`src/rtl/exception_unit_if.sv`:
```
// Signal bundle between the exception sequencer and the datapath/control unit.
// The master side is the CPU core; the slave side is exception_unit.
interface exception_unit_if #(
   parameter int DATA_W   = 32,
   parameter int N_CAUSES = 4
);
   logic [N_CAUSES-1:0] exc_req;
   logic [N_CAUSES-1:0] exc_mask;
   logic                eret;
   logic [DATA_W-1:0]   pc_in;
   logic [DATA_W-1:0]   mem_data;
   logic                exc_active;
   logic                in_handler;
   logic [DATA_W-1:0]   epc;
   logic [DATA_W-1:0]   cause;
   logic [N_CAUSES-1:0] pending;
   logic                mem_rd;
   logic [DATA_W-1:0]   mem_addr;
   logic                pc_load;
   logic [DATA_W-1:0]   pc_target;

   modport master (
      output exc_req, exc_mask, eret, pc_in, mem_data,
      input  exc_active, in_handler, epc, cause, pending,
             mem_rd, mem_addr, pc_load, pc_target
   );

   modport slave (
      input  exc_req, exc_mask, eret, pc_in, mem_data,
      output exc_active, in_handler, epc, cause, pending,
             mem_rd, mem_addr, pc_load, pc_target
   );
endinterface

```
`src/rtl/exception_unit.sv`:
```
// Exception/interrupt sequencer: latches causes, picks the lowest eligible index,
// captures EPC/Cause, fetches the handler byte from the vector table and loads PC.
module exception_unit #(
   parameter int DATA_W   = 32,
   parameter int N_CAUSES = 4,
   parameter int VEC_BASE = 252,
   parameter int MEM_LAT  = 1
) (
   input  logic                 clk,
   input  logic                 rst_n,
   exception_unit_if.slave      bus
);
   localparam int IDX_W = (N_CAUSES > 1) ? $clog2(N_CAUSES) : 1;
   localparam int CNT_W = (MEM_LAT > 1) ? $clog2(MEM_LAT) : 1;

   typedef enum logic [1:0] {IDLE, VREQ, VWAIT, VLOAD} state_t;

   state_t              state, state_nxt;
   logic [N_CAUSES-1:0] pending, pending_nxt, eligible, take_mask;
   logic [IDX_W-1:0]    winner, cause_idx;
   logic [CNT_W-1:0]    cnt, cnt_nxt;
   logic                in_handler, take, eret_ok;
   logic [DATA_W-1:0]   epc, vec_addr;
   logic [1:0]          lane;
   logic [7:0]          vec_byte;

   assign eligible = pending & ~bus.exc_mask;

   // NOTE: every variable written in an always_comb gets a default first so no latch is inferred.
   always_comb begin : arbiter
      winner = '0;
      for (int i = N_CAUSES - 1; i >= 0; i--) begin
         if (eligible[i]) winner = IDX_W'(i);
      end
   end

   // ERET needs in_handler=1 and a take needs in_handler=0, so ERET always wins a tie.
   assign eret_ok     = (state == IDLE) && in_handler && bus.eret;
   assign take        = (state == IDLE) && !in_handler && (eligible != '0);
   assign take_mask   = take ? (N_CAUSES'(1) << winner) : '0;
   assign pending_nxt = (pending | bus.exc_req) & ~take_mask;

   always_comb begin : next_state
      state_nxt = state;
      cnt_nxt   = cnt;
      case (state)
         IDLE:  if (take) state_nxt = VREQ;
         VREQ: begin
            cnt_nxt   = CNT_W'(MEM_LAT - 1);
            state_nxt = VWAIT;
         end
         VWAIT: begin
            if (cnt == '0) state_nxt = VLOAD;
            else           cnt_nxt   = cnt - CNT_W'(1);
         end
         VLOAD:   state_nxt = IDLE;
         default: state_nxt = IDLE;
      endcase
   end

   // NOTE: sequential state uses non-blocking assignments so all registers update together at the edge.
   always_ff @(posedge clk or negedge rst_n) begin
      if (!rst_n) begin
         state      <= IDLE;
         cnt        <= '0;
         pending    <= '0;
         in_handler <= 1'b0;
         epc        <= '0;
         cause_idx  <= '0;
      end else begin
         state   <= state_nxt;
         cnt     <= cnt_nxt;
         pending <= pending_nxt;
         if (take) begin
            epc        <= bus.pc_in;
            cause_idx  <= winner;
            in_handler <= 1'b1;
         end else if (eret_ok) begin
            in_handler <= 1'b0;
         end
      end
   end

   // Vector byte for cause idx lives at VEC_BASE+idx; fetch its word, pick the lane big-endian.
   assign vec_addr = (DATA_W'(VEC_BASE) + DATA_W'(cause_idx)) & ~DATA_W'(3);
   assign lane     = 2'(cause_idx);

   always_comb begin : lane_select
      vec_byte = '0;
      case (lane)
         2'd0: vec_byte = bus.mem_data[31:24];
         2'd1: vec_byte = bus.mem_data[23:16];
         2'd2: vec_byte = bus.mem_data[15:8];
         2'd3: vec_byte = bus.mem_data[7:0];
         default: vec_byte = '0;
      endcase
   end

   always_comb begin : outputs
      bus.pc_load   = 1'b0;
      bus.pc_target = '0;
      if (state == VLOAD) begin
         bus.pc_load   = 1'b1;
         bus.pc_target = DATA_W'(vec_byte);
      end else if (eret_ok) begin
         bus.pc_load   = 1'b1;
         bus.pc_target = epc;
      end
   end

   assign bus.exc_active = (state != IDLE);
   assign bus.in_handler = in_handler;
   assign bus.epc        = epc;
   assign bus.cause      = DATA_W'(cause_idx);
   assign bus.pending    = pending;
   assign bus.mem_rd     = (state == VREQ) || (state == VWAIT);
   assign bus.mem_addr   = (state != IDLE) ? vec_addr : '0;
endmodule

```
`src/flat_wrapper.sv`:
```
// flat-port wrapper written by rule: the top's interface ports become plain ports
module exception_unit_flat 
#(
   parameter int DATA_W   = 32,
   parameter int N_CAUSES = 4,
   parameter int VEC_BASE = 252,
   parameter int MEM_LAT  = 1
)
  (clk, rst_n, bus_exc_req, bus_exc_mask, bus_eret, bus_pc_in, bus_mem_data, bus_exc_active, bus_in_handler, bus_epc, bus_cause, bus_pending, bus_mem_rd, bus_mem_addr, bus_pc_load, bus_pc_target);
  exception_unit_if #(.DATA_W(DATA_W), .N_CAUSES(N_CAUSES)) bus_i ();
  input  logic clk;
  input  logic rst_n;
  input wire logic [$bits(bus_i.exc_req)-1:0] bus_exc_req;
  input wire logic [$bits(bus_i.exc_mask)-1:0] bus_exc_mask;
  input wire logic [$bits(bus_i.eret)-1:0] bus_eret;
  input wire logic [$bits(bus_i.pc_in)-1:0] bus_pc_in;
  input wire logic [$bits(bus_i.mem_data)-1:0] bus_mem_data;
  output wire logic [$bits(bus_i.exc_active)-1:0] bus_exc_active;
  output wire logic [$bits(bus_i.in_handler)-1:0] bus_in_handler;
  output wire logic [$bits(bus_i.epc)-1:0] bus_epc;
  output wire logic [$bits(bus_i.cause)-1:0] bus_cause;
  output wire logic [$bits(bus_i.pending)-1:0] bus_pending;
  output wire logic [$bits(bus_i.mem_rd)-1:0] bus_mem_rd;
  output wire logic [$bits(bus_i.mem_addr)-1:0] bus_mem_addr;
  output wire logic [$bits(bus_i.pc_load)-1:0] bus_pc_load;
  output wire logic [$bits(bus_i.pc_target)-1:0] bus_pc_target;
  assign bus_i.exc_req = bus_exc_req;
  assign bus_i.exc_mask = bus_exc_mask;
  assign bus_i.eret = bus_eret;
  assign bus_i.pc_in = bus_pc_in;
  assign bus_i.mem_data = bus_mem_data;
  assign bus_exc_active = bus_i.exc_active;
  assign bus_in_handler = bus_i.in_handler;
  assign bus_epc = bus_i.epc;
  assign bus_cause = bus_i.cause;
  assign bus_pending = bus_i.pending;
  assign bus_mem_rd = bus_i.mem_rd;
  assign bus_mem_addr = bus_i.mem_addr;
  assign bus_pc_load = bus_i.pc_load;
  assign bus_pc_target = bus_i.pc_target;
  exception_unit #(.DATA_W(DATA_W), .N_CAUSES(N_CAUSES), .VEC_BASE(VEC_BASE), .MEM_LAT(MEM_LAT)) u_core (.clk(clk), .rst_n(rst_n), .bus(bus_i));
endmodule
```
`config.mk`:
```
export PLATFORM = sky130hd
export DESIGN_NAME = exception_unit_flat
export DESIGN_NICKNAME = d
export VERILOG_FILES = /design/src/rtl/exception_unit_if.sv /design/src/rtl/exception_unit.sv /design/src/flat_wrapper.sv
export SDC_FILE = /design/constraint.sdc
export NUM_CORES = 1
export LEC_CHECK = 0
export CORE_MARGIN = 3
export CORE_UTILIZATION = 34
export CTS_CLUSTER_SIZE = 25
export DETAILED_ROUTE_END_ITERATION = 8
export HOLD_SLACK_MARGIN = 0.05
export PLACE_DENSITY = 0.81
export SLEW_MARGIN = 10
export SYNTH_ARGS = -nofsm -noshare
export SYNTH_HDL_FRONTEND = slang
export SYNTH_SLANG_ARGS = --single-unit
```
`constraint.sdc`:
```
create_clock -name clk -period 2.4 [get_ports clk]
set_input_delay 0.48 -clock clk [delete_from_list [all_inputs] [get_ports clk]]
set_output_delay 0.48 -clock clk [all_outputs]
set_load 0.02 [all_outputs]
```
Yosys cells after proc, flatten, opt, wreduce, memory -nomap -nowiden

Cells that the tools add are included.

Memory bits (read-only): 0
Input bits: 75
Register bits: 42
Output and inout port bits: 136
Word-level logic and storage cells: 53
Memories: 0
Bits in latches: 0
RAM bits: 0

Bitwise operators: 5
Divide/modulo/power cells: 0
$add $sub $neg: 2
Shifts and indexed selects: 1
Multiply operators: 0
Reductions and logical operators: 13
Eq/ne operators: 8
Mux-type cells: 18
Order comparisons: 0

Operators by type and width:

| operator              | count |
|---|---|
| $mux W32              | 3 |
| $pmux W8 S4           | 1 |
| $mux W2               | 6 |
| $add A8 B2 Y9 const A | 1 |
| $and A4 B4 Y4         | 2 |
| $eq A2 B2 Y1 const B  | 4 |
| $not A4 Y4            | 2 |
| $pmux W2 S4           | 1 |
| $reduce_bool A2 Y1    | 3 |
| $mux W1               | 5 |
| $eq A2 B1 Y1 const B  | 2 |
| $logic_and A1 B1 Y1   | 4 |
| $logic_not A2 Y1      | 2 |
| $mux W4               | 1 |
| $or A4 B4 Y4          | 1 |
| $reduce_bool A4 Y1    | 1 |
| $shl A1 B2 Y4 const A | 1 |
| $ne A2 B1 Y1 const B  | 1 |
| $ne A2 B2 Y1 const B  | 1 |
| $pmux W1 S2           | 1 |
| $reduce_and A2 Y1     | 1 |
| $logic_not A1 Y1      | 1 |
| $logic_or A1 B1 Y1    | 1 |
| $sub A1 B1 Y1 const B | 1 |

Logic depth before layout (Yosys ltp)

Depth after elaboration: 10
Mapped depth: 6
Gate-level depth less buffers: 6

Worst setup path before layout

OpenSTA, ideal clock, no wires.

Kind: register to output
Start point: reg u_core.state[0]
End point: out bus_pc_target[2]
Cell stages (with the launch flop): 7
Slack: 382 ps
Arrival time: 1538 ps
Buffers on the path: 1
Required time: 1920 ps
Cell sequence: dfrtp_1 -> inv_1 -> ha_1 -> nand3_1 -> nor2_1 -> clkbuf_1 -> a22o_1

Cells in the longest elaborated chain, start to end: 5
Elaborated cells on any way between the ends: 6
Those cells by class: 1 x eq/ne; 2 x mux; 3 x reduce/logical

RTL lines:

| what                              | RTL line              | RTL |
|---|---|---|
| start: declaration                | exception_unit.sv:18  | `state_t state, state_nxt;` |
| start signal: assignment          | exception_unit.sv:71  | `state <= state_nxt;` |
| $logic_not A2 Y1                  | exception_unit.sv:38  | `assign eret_ok = (state == IDLE) && in_handler && bus.eret;` |
| $logic_and A1 B1 Y1 (2 in series) | exception_unit.sv:38  |  |
| $mux W32                          | exception_unit.sv:105 | `end else if (eret_ok) begin` |
| $mux W32 *                        | exception_unit.sv:102 | `if (state == VLOAD) begin` |
| end: declaration                  | flat_wrapper.sv:26    | `output wire logic [$bits(bus_i.pc_target)-1:0] bus_pc_target;` |

Every way passes the cells marked *; elsewhere a longest branch is shown, timed or not.

Worst setup path after layout

Start point: in bus_mem_data[9]
End point: out bus_pc_target[1]

Cells in the longest elaborated chain, start to end: 2

RTL lines:

| what               | RTL line              | RTL |
|---|---|---|
| start: declaration | flat_wrapper.sv:17    | `input wire logic [$bits(bus_i.mem_data)-1:0] bus_mem_data;` |
| $pmux W8 S4        | exception_unit.sv:90  | `case (lane)` |
| $mux W32           | exception_unit.sv:102 |  |

No other way between the ends.

==> flow_summary_export.csv <==
group,metric,value,unit
run_status,status,"finished, final reports clean",
route,firstDrtPassIters,3,
grt,overflow,0,
cells_and_area,register_area,1030,µm²
cells_and_area,nFillCells,663,
setup_path,arrival,1.85,ns
synth,yosysSeqAreaShare,37.8,%
placement,gp_congestion,0.716,
setup_path,crit_required,1.92,ns
cells_and_area,fin_cells,480,
power_and_ir_drop,combPwrFrac,64.5,%
route,vias,2044,
route,drt_first_iter_violations,20,
die,die-area,9100,µm²
placement,io_buffers,154,
route,finalWirelength,7490,µm
synth,synth-edff-count,0,
clock_tree,cts_max_level,2,
synth,syn_area_per_cell,12.1,µm²
grt,grt_max_degree,42,
synth,synth_top_area_share,37.8,%
cells_and_area,drive_above_1_share,25.7,%
power_and_ir_drop,clockPowerShare,9.0,%
power_and_ir_drop,switchingPower,2.04,mW
route,drc,0,
synth,synth_area_leader_cell,"dfrtp_1",
synth,ys.flop_type,"dfrtp_1",
synth,synthArstFlopShare,100,%
grt,grt_pass1_vias,2150,
synth,syn_inst,225,
clock_tree,cts_max_path_buffers,2,
clock_tree,cts_root_buf,"clkbuf_8",
sta,tightest_slew,0.904,ns
die,coreArea,7490,µm²
cells_and_area,diodes,0,
clock_tree,clkLatencyLatePin,0.28,ns
setup_path,crit_path_end_kind,"output pin",
sta,report.final.slew_viol_count,0,
sta,period_minus_slack,2.33,ns
die,num_rows,31,
sta,whs,0.317,ns
synth,synth_area_leaders,"dfrtp_1, buf_4, mux2_4, mux4_2, and2_1",
synth,ys_types,30,
run,drv_cap,0,
setup_path,crit_fanout,1,
synth,synth_warnings,0,
power_and_ir_drop,irDropWorstVdd,887,µV
sta,setup_viol,0,
power_and_ir_drop,p_int,3.00,mW
clock_tree,cts_sinks,41,
power_and_ir_drop,p_per_area,1210,nW/µm²
setup_path,regToRegSetupSlack,0.42,ns
clock_tree,cts_tree,"built",
route,antenna_left,0,
cells_and_area,area_growth,53.2,%
min_path,min_path_type,"in -> async",
placement,place_inst,471,
power_and_ir_drop,p_sw_share,40.5,%
synth,ys_ff_latch,41,
grt,track_usage,16.1,%
power_and_ir_drop,seq_power_share,26.5,%
sta,max_freq,429,MHz
sta,maxSlewHeadroom,39.8,%
setup_path,start_kind,"input port",
placement,hpwlAfterDp,6040,µm
clock_tree,numCtsBuffers,5,
cells_and_area,multi_input_area,1380,µm²
sta,finalHoldViolations,0,
synth,syn_area,2720,µm²
setup_path,critPathKind,"in -> out",
die,die_width,95.4,µm
sta,finClkSkew,0.00577,ns
power_and_ir_drop,leakage,1.91,nW
route,via_per_inst,4.26,
grt,grt_first_pass_wirelength,11200,µm
sta,period_share,97.1,%
die,pin_count,211,
route,routedWlPerCell,15.6,µm
cells_and_area,nets,460,
die,start_util,36.3,%
clock_tree,clk_transition_reported_paths,0.08,ns
die,die_h,95.4,µm
grt,antenna_found_initial,0,
[worst max-delay path, cell delays in order]
cell and delay (ns):
clkdlybuf4s50_1 0.40, mux4_2 0.47, a22o_1 0.21, clkdlybuf4s15_1 0.29
[layout make-up]
type | instances | area share [%]
flip-flops and latches | 41 | 24.6
repair buffers | 165 | 36.9
multi-input cells | 164 | 33.0
well taps | 99 | 2.97
inverters | 4 | 0.361
clock buffers | 7 | 2.07
[layout by cell type (no fill, tap or decap), types with 2 or more instances in the layout]
cell / n
ha_1: 3
and2_1: 24
mux4_2: 8
o21ai_0: 2
dlygate4sd2_1: 7
buf_4: 8
nand2_1: 2
buf_12: 2
a22o_1: 8
nor2_1: 5
clkdlybuf4s50_1: 113
clkbuf_2: 20
clkdlybuf4s15_2: 6
nand2b_1: 4
buf_8: 2
dfrtp_1: 41
buf_2: 5
a21oi_1: 3
mux2_2: 5
inv_1: 4
mux2_4: 29
and2b_1: 2
conb_1: 56
clkbuf_8: 6
[cells by family (layout without fill, tap and decap cells)]
family,Yosys count,count (layout),share of synthesized area [%]
other,1,56,0.138
flip-flops,41,41,37.8
AO/OA/AOI/OAI,17,17,4.65
adder cells (fa/ha/maj),4,4,1.84
multiplexers,43,43,25.1
buffers and inverters,75,176,19.8
AND/OR/NAND/NOR,44,44,10.7
[metal layers]
metal / part of all wire (%) / up-vias / global-route usage (%)
li1: - / 953 / -
met1: 37 / 961 / 19.0
met2: 51 / 116 / 28.0
met3: 10 / 14 / 5.13
met4: 1.9 / 0 / 5.09
met5: 0 / - / 0
[cells in the mapped netlist, types with 2 or more instances]
master and count:
mux4_2 8, and2_1 24, nand2_1 2, nand2b_1 4, inv_1 4, a22o_1 8
ha_1 4, mux2_2 5, buf_4 62, a21oi_1 3, clkbuf_1 5, nor2_1 6
dfrtp_1 41, buf_6 3, and2b_1 2, o21ai_0 2, mux2_4 29
[timing repair]
item / in CTS / in global routing
setup buffers: 0 / 2
setup endpoints to repair: 38 / 31
hold buffers: 0 / 0
gates resized for setup: 79 / 32
pin swaps: 0 / 0
[path summary, 6_finish.rpt]
path                       depth (start not counted)               start                    end
max reg2reg                                        7     u_core.state[1]      u_core.bus.epc[9]
max                                                4     bus_mem_data[9]       bus_pc_target[1]
min in group clk                                   1  u_core.bus.epc[10]     u_core.bus.epc[10]
min                                                1               rst_n  u_core.bus.pending[3]
max in group asynchronous                          1               rst_n      u_core.bus.epc[9]
min reg2reg                                        1  u_core.bus.epc[10]     u_core.bus.epc[10]
[sequential cells by signal (all words and copies together) (netlist names)]
signal / flops
u_core.bus.epc: 32
u_core.bus.pending: 4
u_core.cause_idx: 2
u_core.state: 2
u_core.bus.in_handler: 1
[power groups by stage]
stage / clock network (mW) / registers (mW) / logic, mW
2_1_floorplan: 0 / 1.66 / 1.70
3_3_place_gp: 0 / 1.33 / 3.33
3_5_place_dp: 0 / 1.34 / 3.38
4_1_cts: 0.479 / 1.34 / 3.30
5_1_grt: 0.510 / 1.39 / 3.45
6_report: 0.453 / 1.33 / 3.25
[stage by stage]
step                      power, mW  setup TNS (ns)  instance area (µm²)  util, %  setup WS (ns)
after global routing           5.35        -0.00317                 4160     55.6       -0.00317
after detailed placement       4.72           -9.06                 4150     55.5         -0.331
after global placement         4.66           -8.15                 4150     55.5         -0.278
after CTS                      5.12               0                 4250     56.8        0.00373
after floorplan                3.36               0                 2920        -          0.382
final                          5.04               0                 4160     55.6         0.0705
Power figures use the tool's default switching activity.
